===== config.mk =====
export PLATFORM = sky130hd
export DESIGN_NAME = bep_frame_sequencer
export DESIGN_NICKNAME = d
export VERILOG_FILES = /design/src/rtl/bep_frame_sequencer.sv
export SDC_FILE = /design/constraint.sdc
export NUM_CORES = 1
export LEC_CHECK = 0
export BUFFER_PORTS_ARGS = -buffer_cell sky130_fd_sc_hd__buf_4
export CORE_UTILIZATION = 51
export DETAILED_ROUTE_END_ITERATION = 12
export PLACE_DENSITY_LB_ADDON = 0.2
export SETUP_SLACK_MARGIN = 0.2
export SLEW_MARGIN = 20
export SYNTH_ARGS = -nofsm -noshare
export SYNTH_HDL_FRONTEND = slang
export SYNTH_SLANG_ARGS = --single-unit

===== constraint.sdc =====
create_clock -name clock -period 2.1 [get_ports clock]
set_input_delay 0.315 -clock clock [delete_from_list [all_inputs] [get_ports clock]]
set_output_delay 0.315 -clock clock [all_outputs]
set_load 0.005 [all_outputs]

===== src/rtl/bep_frame_sequencer.sv =====
// Thermostat bus frame sequencer: preamble hunt, 160-bit field capture, valid/ready hold.
// Optional constant-field check is built when BEP_CONSTANT_CHECK_EN is defined.
//
// state   | meaning
// --------+-------------------------------------------------------------
// HUNT    | shifting bits into the 32-bit window, looking for PREAMBLE
// RECEIVE | counting the 160 frame bits, steering them into field regs
// HOLD    | frame held for the consumer, incoming bits dropped
module bep_frame_sequencer #(
    parameter logic [31:0] PREAMBLE       = 32'hFFFF_FFFE,
    parameter int unsigned TIMEOUT_CYCLES = 1024,
    parameter logic [31:0] CONSTANT_VALUE = 32'h0000_0000
) (
    input  logic        clock,
    input  logic        reset,
    input  logic        bit_in,
    input  logic        bit_valid,
    input  logic        frame_ready,
    output logic        frame_valid,
    output logic [31:0] thermostat_id,
    output logic [15:0] room_temp,
    output logic [15:0] set_temp,
    output logic [7:0]  state,
    output logic        busy,
    output logic        frame_error,
    output logic [7:0]  frame_count
);

    typedef enum logic [1:0] {
        S_HUNT    = 2'd0,
        S_RECEIVE = 2'd1,
        S_HOLD    = 2'd2
    } fsm_t;

    localparam logic [15:0] TO_LAST = 16'(TIMEOUT_CYCLES - 1);

    fsm_t        fsm_q, fsm_d;
    logic [31:0] window_q;
    logic [7:0]  bit_cnt_q;
    logic [15:0] to_cnt_q;
    logic [31:0] id_q;
    logic [15:0] room_q;
    logic [15:0] set_q;
    logic [7:0]  state_q;
    logic        frame_error_q;
    logic [7:0]  frame_count_q;

    logic [31:0] window_next;
    logic        preamble_hit;
    logic        last_bit;
    logic        timed_out;
    logic        const_bad;

    assign window_next  = {window_q[30:0], bit_in};
    assign preamble_hit = bit_valid && (window_next == PREAMBLE);
    assign last_bit     = bit_valid && (bit_cnt_q == 8'd159);
    assign timed_out    = !bit_valid && (to_cnt_q == TO_LAST);

`ifdef BEP_CONSTANT_CHECK_EN
    logic [31:0] const_q;

    always_ff @(posedge clock) begin
        if (reset) begin
            const_q <= '0;
        end else if (fsm_q == S_RECEIVE && bit_valid &&
                     bit_cnt_q >= 8'd32 && bit_cnt_q < 8'd64) begin
            const_q <= {const_q[30:0], bit_in};
        end
    end

    assign const_bad = (const_q != CONSTANT_VALUE);
`else
    localparam logic [31:0] unused_constant_value = CONSTANT_VALUE;
    assign const_bad = 1'b0;
`endif

    always_ff @(posedge clock) begin
        if (reset) begin
            fsm_q <= S_HUNT;
        end else begin
            fsm_q <= fsm_d;
        end
    end

    always_comb begin
        fsm_d = fsm_q;
        case (fsm_q)
            S_HUNT: begin
                if (preamble_hit) fsm_d = S_RECEIVE;
            end
            S_RECEIVE: begin
                if (last_bit) begin
                    fsm_d = const_bad ? S_HUNT : S_HOLD;
                end else if (timed_out) begin
                    fsm_d = S_HUNT;
                end
            end
            S_HOLD: begin
                if (frame_ready) fsm_d = S_HUNT;
            end
            default: fsm_d = S_HUNT;
        endcase
    end

    always_comb begin
        busy        = (fsm_q == S_RECEIVE);
        frame_valid = (fsm_q == S_HOLD);
    end

    always_ff @(posedge clock) begin
        if (reset) begin
            window_q      <= '0;
            bit_cnt_q     <= '0;
            to_cnt_q      <= '0;
            id_q          <= '0;
            room_q        <= '0;
            set_q         <= '0;
            state_q       <= '0;
            frame_error_q <= 1'b0;
            frame_count_q <= '0;
        end else begin
            frame_error_q <= 1'b0;
            case (fsm_q)
                S_HUNT: begin
                    if (preamble_hit) begin
                        window_q  <= '0;
                        bit_cnt_q <= '0;
                        to_cnt_q  <= '0;
                    end else if (bit_valid) begin
                        window_q <= window_next;
                    end
                end
                S_RECEIVE: begin
                    if (bit_valid) begin
                        bit_cnt_q <= bit_cnt_q + 8'd1;
                        to_cnt_q  <= '0;
                        if (bit_cnt_q >= 8'd64 && bit_cnt_q < 8'd96)
                            id_q <= {id_q[30:0], bit_in};
                        if (bit_cnt_q >= 8'd96 && bit_cnt_q < 8'd112)
                            room_q <= {room_q[14:0], bit_in};
                        if (bit_cnt_q >= 8'd112 && bit_cnt_q < 8'd128)
                            set_q <= {set_q[14:0], bit_in};
                        if (bit_cnt_q >= 8'd128 && bit_cnt_q < 8'd136)
                            state_q <= {state_q[6:0], bit_in};
                        if (last_bit) begin
                            if (const_bad) frame_error_q <= 1'b1;
                            else           frame_count_q <= frame_count_q + 8'd1;
                        end
                    end else if (timed_out) begin
                        frame_error_q <= 1'b1;
                        window_q      <= '0;
                        to_cnt_q      <= '0;
                    end else begin
                        to_cnt_q <= to_cnt_q + 16'd1;
                    end
                end
                S_HOLD: begin
                    if (frame_ready) window_q <= '0;
                end
                default: ;
            endcase
        end
    end

    assign thermostat_id = id_q;
    assign room_temp     = room_q;
    assign set_temp      = set_q;
    assign state         = state_q;
    assign frame_error   = frame_error_q;
    assign frame_count   = frame_count_q;

endmodule


==> results.ini, run 1 <==
[critical_path]
startpoint_type = register
reg2reg_depth = 7
slowest_delay_ns = 0.53
r2r_start = to_cnt_q[13]$_SDFFE_PP0P_
crit_required_ns = 2.56
cp-startpoint = to_cnt_q[13]$_SDFFE_PP0P_
arrival_ns = 2.48
crit_fanout = 8
cp_slowest_cell = or4_4
cp-endpoint = window_q[7]$_SDFFE_PP0P_
crit_type = reg2reg
end_kind = register
critical_path.cell_chain = or4_4 -> nor4_4 -> a21bo_2 -> buf_6 -> and4_4 -> clkbuf_16 -> a22o_1
rr_endpoint = window_q[7]$_SDFFE_PP0P_
r2r_slack_ns = 0.09

[floorplanning]
die_area_mm2 = 0.0114
row_count = 37
die_h_um = 107
initial_utilization_pct = 53.3
ios = 88
core_area_mm2 = 0.0105
die_w_um = 107

[timing]
hold_viol = 0
setup_slack_ns = 0.0891
slew_violations = 0
fin_worst_skew_ns = 0.00503
period_minus_slack_ns = 2.01
fmax_mhz = 497
setup_viol = 0
tightest_slew_ns = 0.632
relSlewSlack_pct = 57.5
grt_setup_unrepaired = yes
fin_crit_sh_pct = 95.8

[synthesis]
yosys_warnings = 0
syn_inst = 634
synth-seq-cells = 138
synth.area.top_cells = dfxtp_1 (50%), nand2_1 (10%), a21oi_1 (6.3%), a22o_1 (5.0%), clkbuf_1 (2.4%)
yosysTopAreaCellShare_pct = 49.6
ys_seq_area_share_pct = 49.6
synth_edf_count = 0
synth-main-ff-cell = dfxtp_1
yosysUniqueCellTypes = 54
avgSynthCellArea_um2 = 8.79
syn_area_mm2 = 0.00558
syn-num-nets = 647
synth_top_area_cell = dfxtp_1
async_flop_share_pct = 0

[global_routing]
grt_overflow = 0
grt_max_degree = 56
antenna_found_initial = 0
grt_pass1_wl_um = 21400
grt_pass1_vias = 4539
grtUsageTotal_pct = 23.8

[pwr]
ir_drop_uv = 657
leakagePower_nw = 2.94
powerDensity_mw_per_mm2 = 739

[route]
postRouteAntennaNets = 0
firstDrtPassIters = 7
drt_iter0_markers = 484
vias = 5172
remaining_drc_errors = 0
vias_per_cell = 5.79
routed_wl_um = 14100
routedWlPerCell_um = 15.8

[clocking]
clockBufferDepth = 2
cts_num_sinks = 138
cts_tree = built
clock_latency_ns = 0.52
numCtsBuffers = 17
cts-root-buf = clkbuf_8
htreeDepth = 4
holdBufCountCts = 0
path_clk_slew_ns = 0.06

[finish]
final_common_cell = nand2_1
postLayoutCellArea_mm2 = 0.00754
layout-drive-gt1-share_pct = 30.3
layout_common_cells = nand2_1 (147), dfxtp_1 (129), buf_4 (124), a21oi_1 (67), a22o_1 (32)
nets = 759
n_fill_cell = 774
diodes = 0
area_growth_pct = 35.3
post-route-util_pct = 72.1

[placement]
placed_area_mm2 = 0.00652
numPortBuffers = 87
gp_congestion = 0.864
hpwlAfterDp_um = 8570
place_ws_ns = -0.0593

[job]
maxCapViolations = 0

[run_status]
status = finished, final reports clean

[worst_hold_path]
hold_class = in2reg

-- layer usage --
metal  GRT usage [%]  wire length (µm)  up-vias
li1                -                 -     2488
met1            30.6              6340     2501
met2            37.9              6720      154
met3            5.70               717       29
met4            10.7               362        0
met5               0                 0        -
-- timing repair --
action	CTS	global route
setup buffers	6	6
pin swaps	9	41
endpoints found under the setup margin	86	79
resized for setup	21	43
cloned	0	5
-- logic make-up (layout without fill, tap and decap cells) --
family,count (synthesis),in the layout,share of synthesized area [%]
AO/OA/AOI/OAI,156,157,19.5
multiplexers,9,9,1.62
AND/OR/NAND/NOR,254,254,22.0
flip-flops,138,138,49.6
XOR/XNOR,7,7,1.10
adder cells (fa/ha/maj),8,8,1.80
buffers and inverters,62,185,4.51
-- synth_stat cells (7+ instances only) --
cell / instances
nand2_1: 148
dfxtp_1: 138
a21oi_1: 70
clkbuf_1: 36
a22o_1: 32
nor2_1: 23
nand3_1: 17
inv_1: 15
nand4_1: 15
o32ai_1: 10
mux2i_1: 9
ha_1: 8
a22oi_1: 7
o311ai_1: 7
or4_1: 7
-- sequential cells by signal (all words and copies together) (netlist names) --
signal / count
state: 8
room_temp: 16
frame_error: 1
window_q: 31
frame_count: 8
to_cnt_q: 16
fsm_q: 2
set_temp: 16
thermostat_id: 32
bit_cnt_q: 8
-- area by class of cell --
type	count	area [µm²]	share of cell area, %
inverters	17	63.8	0.846
clock inverters	7	91.3	1.21
multi-input cells	435	2850	37.8
flip-flops and latches	138	2770	36.8
well taps	136	170	2.26
repair buffers	137	1120	14.9
clock buffers	24	470	6.24
-- how the worst min path moves through the flow --
| stage | start | end | slack, ns | depth (start not counted) |
|---|---|---|---|---|
| floorplan | window_q[30]$_SDFFE_PP0P_ | window_q[30]$_SDFFE_PP0P_ | 0.44 | 1 |
| global placement | set_temp[15]$_SDFFE_PP0P_ | set_temp[15]$_SDFFE_PP0P_ | 0.44 | 2 |
| detailed placement | thermostat_id[31]$_SDFFE_PP0P_ | thermostat_id[31]$_SDFFE_PP0P_ | 0.46 | 2 |
| CTS | bit_in | room_temp[0]$_SDFFE_PP0P_ | 0.08 | 3 |
| global route | bit_in | thermostat_id[0]$_SDFFE_PP0P_ | 0.1 | 3 |
| finish | bit_in | room_temp[0]$_SDFFE_PP0P_ | 0.1 | 3 |
-- critical path: cells and delay by family (launching register included) --
family          cells  cell delay, ns
compound gates      2            0.32
flops               1            0.34
buf+inv             2            0.27
simple gates        3            1.01
-- through the flow --
stage          instances  hold WS, ns  power, mW  TNS [ns]
2_1_floorplan        634        0.442       2.74         0
3_3_place_gp         846        0.443       2.77         0
3_5_place_dp         846        0.455       2.77     -1.44
4_1_cts              883       0.0769       5.59         0
5_1_grt              894       0.0953       5.73         0
6_report             894       0.0981       5.58         0
-- power by group --
group          switching, mW  leakage (nW)  total [mW]  internal, mW
registers            0.00188          1.12        2.62          2.62
clock network           1.06         0.275        2.83          1.77
logic                 0.0826          1.55       0.125        0.0427
total                   1.14          2.94        5.58          4.44
Note: power is estimated with default switching activity, not from simulation.
==> inputs of run 2 (changes only) <==
Settings changed: CORE_MARGIN from default to 1.5, CORE_UTILIZATION 51 to 40.
==> results.ini, run 2 (same netlist as run 1, synthesis figures left out) <==
[run_status]
status = finished, final reports clean

[timing]
grt_setup_unrepaired = yes
fin_worst_skew_ns = 0.00654
relSlewSlack_pct = 48.9
fin_crit_sh_pct = 97.0
period_minus_slack_ns = 2.04
hold_viol = 0
setup_viol = 0
fmax_mhz = 491
tightest_slew_ns = 0.761
slew_violations = 0
timing.hold.ws_ns = 0.206

[pwr]
sw_frac_of_total_pct = 21.3
ir_drop_uv = 444
pwr-share-clk_pct = 49.6
p_total_mw = 5.44
combPwrFrac_pct = 2.2
internal_power_mw = 4.28
power_frac_seq_pct = 48.2
leakagePower_nw = 2.97
powerDensity_mw_per_mm2 = 710
p_sw_mw = 1.16

[global_routing]
antenna_found_initial = 0
grt_overflow = 0
grt_pass1_vias = 4491
grt_max_degree = 44
grtUsageTotal_pct = 19.2
grt_pass1_wl_um = 22500

[route]
drt_iter0_markers = 419
vias_per_cell = 5.44
vias = 5131
routed_wl_um = 14700
postRouteAntennaNets = 0
routedWlPerCell_um = 15.6
firstDrtPassIters = 5
remaining_drc_errors = 0

[floorplanning]
row_count = 42
die_h_um = 121
die_area_mm2 = 0.0147
core_area_mm2 = 0.0134
initial_utilization_pct = 41.6
ios = 88
die_w_um = 121

[placement]
placed_cells = 890
gp_congestion = 0.845
numPortBuffers = 87
hpwlAfterDp_um = 9280

[finish]
diodes = 0
layout_common_cells = nand2_1 (146), buf_4 (132), dfxtp_1 (124), a21oi_1 (67), a22o_1 (32)
largest_reg_flops = 32
final_common_cell = nand2_1
nets = 768
layout-drive-gt1-share_pct = 32.2
area_growth_pct = 37.5
final_cells = 943

[worst_hold_path]
hold_class = in2reg

[clocking]
cts-root-buf = clkbuf_16
numCtsBuffers = 17
clockBufferDepth = 2
holdBufCountCts = 0
path_clk_slew_ns = 0.06
cts_tree = built
cts_num_sinks = 138
clock_latency_ns = 0.42
htreeDepth = 4

[critical_path]
end_kind = register
crit_type = reg2reg
crit_required_ns = 2.45
arrival_ns = 2.39
crit_fanout = 15
startpoint_type = register

[job]
maxCapViolations = 0

[run 2: cell type report]
type	instances	area (µm²)
clock buffers	25	495
clock inverters	6	40.0
fillers	1160	5740
inverters	17	63.8
multi-input cells	435	2880
flip-flops and latches	138	2780
well taps	176	220
repair buffers	146	1180
[run 2: timing repair]
| item | 4_1_cts | 5_1_grt |
|---|---|---|
| cloned | 2 | 1 |
| pin swaps | 12 | 21 |
| gates resized for setup | 31 | 46 |
| setup buffers | 10 | 9 |
| setup endpoints to repair | 86 | 60 |
| hold endpoints to repair | 0 | 0 |
[run 2: final timing paths]
kind / slack (ns) / depth (start not counted) / to / start
setup reg to reg: 0.06 / 7 / window_q[22]$_SDFFE_PP0P_ / fsm_q[1]$_SDFFE_PP0P_
hold reg to reg: 0.45 / 2 / set_temp[15]$_SDFFE_PP0P_ / set_temp[15]$_SDFFE_PP0P_
hold / removal: 0.21 / 3 / room_temp[0]$_SDFFE_PP0P_ / bit_in
setup / recovery: 0.06 / 7 / window_q[22]$_SDFFE_PP0P_ / fsm_q[1]$_SDFFE_PP0P_
[run 2: through the flow]
step	worst slack, ns	util [%]	cell area [µm²]	TNS, ns
4_1_cts	0.119	54.8	7350	0
6_report	0.0626	57.2	7660	0
5_1_grt	-0.00493	57.2	7660	-0.00493
3_3_place_gp	0.00173	49.2	6600	0
2_1_floorplan	0.178	-	5590	0
3_5_place_dp	-0.0957	49.2	6600	-2.31
[run 2: worst max-delay path: stages, from the launching register on]
cell and delay (ns):
dfxtp_2 0.34, inv_1 0.09, ha_2 0.23, a21bo_2 0.26, buf_4 0.14, buf_6 0.12, a21oi_2 0.56, a22o_1 0.23
[run 2: power by group through the flow]
stage / logic (mW) / clock network, mW / registers (mW)
global placement: 0.0936 / 0 / 2.68
detailed placement: 0.0957 / 0 / 2.68
floorplan: 0.0651 / 0 / 2.68
finish: 0.122 / 2.70 / 2.62
global route: 0.130 / 2.88 / 2.62
CTS: 0.111 / 2.74 / 2.62
[run 2: per-layer routing]
layer	part of all wire (%)	track usage, %	routed length, µm	up-vias
met2	48	30.1	7040	137
met1	46	25.3	6820	2473
met4	1.6	8.60	234	0
met3	4.2	4.32	619	19
li1	-	-	-	2502
met5	0	0	0	-
